### src/rtl/dom_pkg.sv
// Shared sizing and pair-indexing helpers for the domain-oriented-masking AND gadget.
package dom_pkg;

  localparam int unsigned MAX_ORDER = 4;

  function automatic int unsigned nshares(input int unsigned order);
    return order + 1;
  endfunction

  function automatic int unsigned npairs(input int unsigned order);
    return (order + 1) * order / 2;
  endfunction

  // Index of the unordered share pair {i,j} in the flat randomness word list.
  function automatic int unsigned pair_idx(input int unsigned i, input int unsigned j,
                                           input int unsigned n);
    int unsigned lo;
    int unsigned hi;
    lo = (i < j) ? i : j;
    hi = (i < j) ? j : i;
    return lo * n - lo * (lo + 1) / 2 + (hi - lo - 1);
  endfunction

endpackage

### src/rtl/dom_cross_term.sv
// One resharing register of the DOM AND gadget: c <= (a & b) ^ r when enabled.
module dom_cross_term #(
  parameter int unsigned WIDTH = 1
) (
  input  logic             clk,
  input  logic             rst_n,
  input  logic             en,
  input  logic [WIDTH-1:0] a,
  input  logic [WIDTH-1:0] b,
  input  logic [WIDTH-1:0] r,
  output logic [WIDTH-1:0] c
);

  // NOTE: state is written with <= so every register samples pre-edge values.
  always_ff @(posedge clk or negedge rst_n) begin
    if (!rst_n) begin
      c <= '0;
    end else if (en) begin
      c <= (a & b) ^ r;
    end
  end

endmodule

### src/rtl/dom_and_masked.sv
// Parametrised DOM AND gadget: masked bitwise AND of two share vectors with
// registered resharing/inner terms and optional registered integration.
module dom_and_masked
  import dom_pkg::*;
#(
  parameter int unsigned WIDTH   = 1,
  parameter int unsigned ORDER   = 2,   // legal range 1..MAX_ORDER
  parameter bit          OUT_REG = 1'b0
) (
  input  logic                               clk,
  input  logic                               rst_n,
  input  logic                               in_valid,
  input  logic [(ORDER+1)*WIDTH-1:0]         x,
  input  logic [(ORDER+1)*WIDTH-1:0]         y,
  input  logic [(ORDER+1)*ORDER/2*WIDTH-1:0] z,
  output logic                               out_valid,
  output logic [(ORDER+1)*WIDTH-1:0]         q
);

  localparam int unsigned NSHARES = nshares(ORDER);

  // terms slot (i,j): inner term p_i on the diagonal, cross term c_ij elsewhere.
  logic [NSHARES*NSHARES*WIDTH-1:0] terms;
  logic [NSHARES*WIDTH-1:0]         integ;
  logic [WIDTH-1:0]                 acc;

  for (genvar i = 0; i < NSHARES; i++) begin : g_row
    for (genvar j = 0; j < NSHARES; j++) begin : g_col
      localparam int unsigned T = (i * NSHARES + j) * WIDTH;
      if (i == j) begin : g_inner
        logic [WIDTH-1:0] p;
        always_ff @(posedge clk or negedge rst_n) begin
          if (!rst_n) begin
            p <= '0;
          end else if (in_valid) begin
            p <= x[i*WIDTH +: WIDTH] & y[i*WIDTH +: WIDTH];
          end
        end
        assign terms[T +: WIDTH] = p;
      end else begin : g_cross
        localparam int unsigned K = pair_idx(i, j, NSHARES);
        dom_cross_term #(.WIDTH(WIDTH)) u_cross (
          .clk  (clk),
          .rst_n(rst_n),
          .en   (in_valid),
          .a    (x[i*WIDTH +: WIDTH]),
          .b    (y[j*WIDTH +: WIDTH]),
          .r    (z[K*WIDTH +: WIDTH]),
          .c    (terms[T +: WIDTH])
        );
      end
    end
  end

  // Fixed left-to-right order: p_i first, then c_ij for ascending j.
  always_comb begin
    // NOTE: defaults first so no path through this block can infer a latch.
    integ = '0;
    acc   = '0;
    for (int unsigned i = 0; i < NSHARES; i++) begin
      acc = terms[(i*NSHARES + i)*WIDTH +: WIDTH];
      for (int unsigned j = 0; j < NSHARES; j++) begin
        if (j != i) acc = acc ^ terms[(i*NSHARES + j)*WIDTH +: WIDTH];
      end
      integ[i*WIDTH +: WIDTH] = acc;
    end
  end

  if (OUT_REG) begin : g_out_reg
    logic [1:0]               vld;
    logic [NSHARES*WIDTH-1:0] q_r;
    always_ff @(posedge clk or negedge rst_n) begin
      if (!rst_n) begin
        vld <= '0;
        q_r <= '0;
      end else begin
        vld <= {vld[0], in_valid};
        if (vld[0]) q_r <= integ;
      end
    end
    assign q         = q_r;
    assign out_valid = vld[1];
  end else begin : g_out_comb
    logic vld;
    always_ff @(posedge clk or negedge rst_n) begin
      if (!rst_n) vld <= 1'b0;
      else        vld <= in_valid;
    end
    assign q         = integ;
    assign out_valid = vld;
  end

endmodule

### config.mk
export PLATFORM = sky130hd
export DESIGN_NAME = dom_and_masked
export DESIGN_NICKNAME = d
export VERILOG_FILES = /design/src/rtl/dom_pkg.sv /design/src/rtl/dom_cross_term.sv /design/src/rtl/dom_and_masked.sv
export SDC_FILE = /design/constraint.sdc
export NUM_CORES = 1
export LEC_CHECK = 0
export ABC_AREA = 1
export CORE_AREA = 4 4 41 43
export CTS_CLUSTER_SIZE = 28
export DETAILED_ROUTE_END_ITERATION = 10
export DIE_AREA = 0 0 45 47
export GPL_ROUTABILITY_DRIVEN = 0
export HOLD_SLACK_MARGIN = 0.06
export MAX_ROUTING_LAYER = met4
export PLACE_DENSITY = 0.81
export RECOVER_POWER = 25
export SYNTH_ARGS = -nofsm -noshare
export SYNTH_HDL_FRONTEND = slang
export SYNTH_SLANG_ARGS = --single-unit
### constraint.sdc
create_clock -name clk -period 1.1 [get_ports clk]
set_input_delay 0.11 -clock clk [delete_from_list [all_inputs] [get_ports clk]]
set_output_delay 0.11 -clock clk [all_outputs]
set_load 0.05 [all_outputs]
Yosys cells after proc, flatten, opt, wreduce, memory -nomap -nowiden
Index checks and enable logic that the tools add are counted.
Word-level totals
  flip-flop bits (word level): 10
  input bits: 12
  output and inout port bits: 4
  word-level logic and storage cells: 31
Operators by class
  bitwise gates (word level): 21
Operators with widths (number)
  1-bit XOR: 12
  1-bit AND: 9

Depth between registers and ports, before layout
  word-level depth: 2
  mapped depth: 6
  depth with buffers taken out: 5

Modules after synthesis
From an unflattened synthesis, not the netlist that was laid out.
Second synthesis, totals
  cells, all modules: 92
  area, all modules: 588.1 µm²
By module, submodules not included
  dom_cross_term: instances 6, cells each 9, area each 57.6 µm², sequential area each 25.0 µm²
  dom_and_masked: instances 1, cells each 38, area each 242.7 µm², sequential area each 100.1 µm²

Worst setup path before layout
Ideal clock, no wire load.
  path type: register -> output
  start point: reg g_row[1].g_col[1].g_inner.p
  end point: out q[1]
  arrival: 0.903 ns
  required time: 0.990 ns
  path slack: 0.087 ns
  cell stages (with the launch flop): 6
  path buffers: 0
  cell sequence: dfrtp_1 -> inv_1 -> nand2_1 -> nand2_1 -> nand2_1 -> nand2_1
Between the ends
  word-level cells in the longest chain between the ends: 2
RTL lines
  start, declared: RTL line dom_and_masked.sv:31  | logic [WIDTH-1:0] p;
  start signal, assigned: RTL line dom_and_masked.sv:36  | p <= x[i*WIDTH +: WIDTH] & y[i*WIDTH +: WIDTH];
  1-bit XOR (2 in series): RTL line dom_and_masked.sv:63  | if (j != i) acc = acc ^ terms[(i*NSHARES + j)*WIDTH +: WIDTH];
  end, declared: RTL line dom_and_masked.sv:17  | output logic [(ORDER+1)*WIDTH-1:0] q
No other way between the ends.

Final worst setup path
  start point: reg g_row[2].g_col[0].g_cross.u_cross.c
  end point: out q[2]
Between the ends
  word-level cells in the longest chain between the ends: 2
RTL lines
  start, declared: RTL line dom_cross_term.sv:11  | output logic [WIDTH-1:0] c
  start signal, assigned: RTL line dom_cross_term.sv:19  | c <= (a & b) ^ r;
  1-bit XOR (2 in series): RTL line dom_and_masked.sv:63
No other way between the ends.

==> impl_results.md <==
* Status: complete, but fails checks
* Violated checks: negative setup slack
* Endpoints failing hold at 0
* Peak supply drop at 0.0006741 V
* # rows at 13
* Clock Tree Root: clkbuf_4
* Worst EP arrival at 1.13 ns
* Setup crit end kind: output port
* DP HPWL at 957.8 microns
* Yosys warns at 0
* Worst Path Buf+Inv at 2
* Netlist cell types at 9
* Mapped Area at 574.3 sq um
* Starting density of the core at 44.13%
* # port buffers at 15
* Clock buffer depth at 2
* Post-synth top flop: dfrtp_1
* Hold WS at 0.2099 ns
* Post-DR wirelength/cell at 11.55 microns
* Final WS setup at -0.1433 ns
* Core area at 1301 sq um
* Initial antenna violation count at 0
* IO Pins at 16
* Pin count of the biggest net entering global routing at 14
* EDFF count, synth at 0
* Worst path top cell family by delay: flip-flops
* Synth async-reset ratio at 100.0%
* Final clock skew at 0 ns
* Setup TNS Final at -0.5285 ns
* Crit-path cells: inv_1 > nand2_2 > nand2_1 > nand2_1 > nand2_2 > buf_12
* Post-CTS Hold Fix Bufs at 0
* Post-Syn Nets at 97
* Fill cells at 130
* Critical path required time at 0.99 ns
* Worst-margin pin slew at 0.4256 ns
* Routed vias/inst at 4.992
* CTS clk-pin slew, worst paths at 0.07 ns
* Grt total ovfl at 0
* Routed Antenna Nets at 0
* DR vias at 629
* Fin. max-slew vios at 0
* Startpoint Class: flip-flop
* GRT Total Usage at 17.44%
* Final period util at 113.0%
* Most numerous cell in the Yosys netlist: nand2_1
* Crit Path Class: reg -> out
* Synthesized flop and latch total at 10
* Synth top cells by count: nand2_1 (39), nand3_1 (17), inv_1 (13)
* # H-tree levels at 1
* Setup-failing EPs final at 4
* DRC at 0
* Clock sinks at 10
* Share of cells above drive strength 1 at 24.32%
* Pwr dens at 1356 nW/um^2
* Num CTS Buffers at 3
* Routed WL at 1455 microns
* Area grow syn2layout at 53.81%
* Seq/Total Area, Yosys at 43.57%
* Area of the multi-input gates at 271.5 sq um
* Average size of a mapped cell at 6.756 sq um
* Synth area leader: dfrtp_1
* First-pass GRT wire length at 2394 microns
* Drt pass-1 iters at 4
* Die area at 2115 sq um
* Peak Freq at 804.3 MHz
* DIE WIDTH at 45 microns
* Die Ht at 47 microns
* Max_slew headroom at 71.53%
* DP Worst Slack at 0.03830 ns
* CTS tree: yes
* Largest cells by area after synthesis: dfrtp_1 (44%), nand2_1 (25%), nand3_1 (15%)
* NumNets Final at 124
* Max stage delay cell, worst path: dfrtp_1
* RSZ-0062 raised after global routing: true
* Register area at 250.2 sq um
* Worst Path Max Fanout at 3
* Top-area cell type share of the netlist area at 43.57%
* Diode count at 0
* 1st-iter DRT viols at 8
* Clk_lat worst skew at 0.27 ns
* Maxcap violations at 0
* Synth Instances at 85
* CP peak stage delay at 0.41 ns
* Lkg Pwr at 0.4712 nW
* Minimum clock period at 1.243 ns
* Vias in the first global route at 590
* Min-delay worst type: in -> async
-- kinds of logic (layout without fill, tap and decap cells) --
family                 after synthesis  count (layout)  share of synthesized area (%)
AND/OR/NAND/NOR                     57              57                          42.05
flip-flops                          10              10                          43.57
AO/OA/AOI/OAI                        3               3                          2.614
buffers and inverters               15              41                          11.77
-- per-layer routing --
layer | vias up | global-route usage (%) | wire length (microns)
li1 | 315 | - | -
met4 | 0 | 15.79 | 76
met3 | 7 | 3.065 | 81
met1 | 285 | 15.55 | 521
met5 | - | - | 0
met2 | 22 | 31.07 | 775
-- power by group --
group	leakage, nW	switching, mW	internal [mW]
Clock	0.0210	0.132	0.201
Sequential	0.123	0.0291	0.402
Combinational	0.327	0.225	0.208
-- through the flow --
| step | util (%) | instances | total power [mW] | area (sq um) |
|---|---|---|---|---|
| finish | 67.88 | 126 | 1.198 | 883.3 |
| global route | 67.88 | 126 | 1.260 | 883.3 |
| CTS | 66.73 | 125 | 1.185 | 868.3 |
| detailed placement | 59.33 | 114 | 0.8125 | 772.0 |
| global placement | 59.33 | 114 | 0.8020 | 772.0 |
| floorplan | - | 85 | 0.6301 | 574.3 |
-- layout make-up --
cell class / instances / area share (%)
well taps: 15 / 2.125
clock buffers: 4 / 4.108
repair buffers: 24 / 29.18
inverters: 13 / 5.524
multi-input cells: 60 / 30.74
flip-flops and latches: 10 / 28.33
-- what timing repair did --
action / 4_1_cts / 5_1_grt
setup endpoints to repair: 3 / 4
pin swaps: 3 / 4
setup buffers: 7 / 1
gates resized for setup: 5 / 5
-- registers in the layout, summed over array words and instances (netlist names) --
signal,count
g_row.g_col.g_cross.u_cross.c,6
g_row.g_col.g_inner.p,3
out_valid,1
-- cells in the final DEF (no fill, tap or decap) --
master,synthesis,routed
nand2_1,39,33
nand3_1,17,17
inv_1,13,10
dfrtp_1,10,10
clkdlybuf4s50_1,0,10
buf_4,1,9
nand2_2,0,6
buf_12,0,4
inv_2,0,3
clkbuf_4,0,3
o21ai_1,1,2
nand3_2,1,1
o21ai_0,2,1
clkbuf_8,0,1
dlygate4sd3_1,0,1
-- worst paths after layout --
check                                                                 from                                               to  slack [ns]  cells past startpoint
max                        g_row[2].g_col[0].g_cross.u_cross.c$_DFFE_PN0P_                                             q[2]       -0.14                      6
min                                                                  rst_n          g_row[2].g_col[2].g_inner.p$_DFFE_PN0P_        0.21                      1
max reg2reg                        g_row[2].g_col[2].g_inner.p$_DFFE_PN0P_          g_row[2].g_col[2].g_inner.p$_DFFE_PN0P_       -0.12                      7
min reg2reg                g_row[1].g_col[2].g_cross.u_cross.c$_DFFE_PN0P_  g_row[1].g_col[2].g_cross.u_cross.c$_DFFE_PN0P_        0.52                      2
max in group asynchronous                                            rst_n  g_row[0].g_col[2].g_cross.u_cross.c$_DFFE_PN0P_        0.60                      1
min in group clk           g_row[1].g_col[2].g_cross.u_cross.c$_DFFE_PN0P_  g_row[1].g_col[2].g_cross.u_cross.c$_DFFE_PN0P_        0.52                      2
Note: power is estimated with default switching activity, not from simulation.
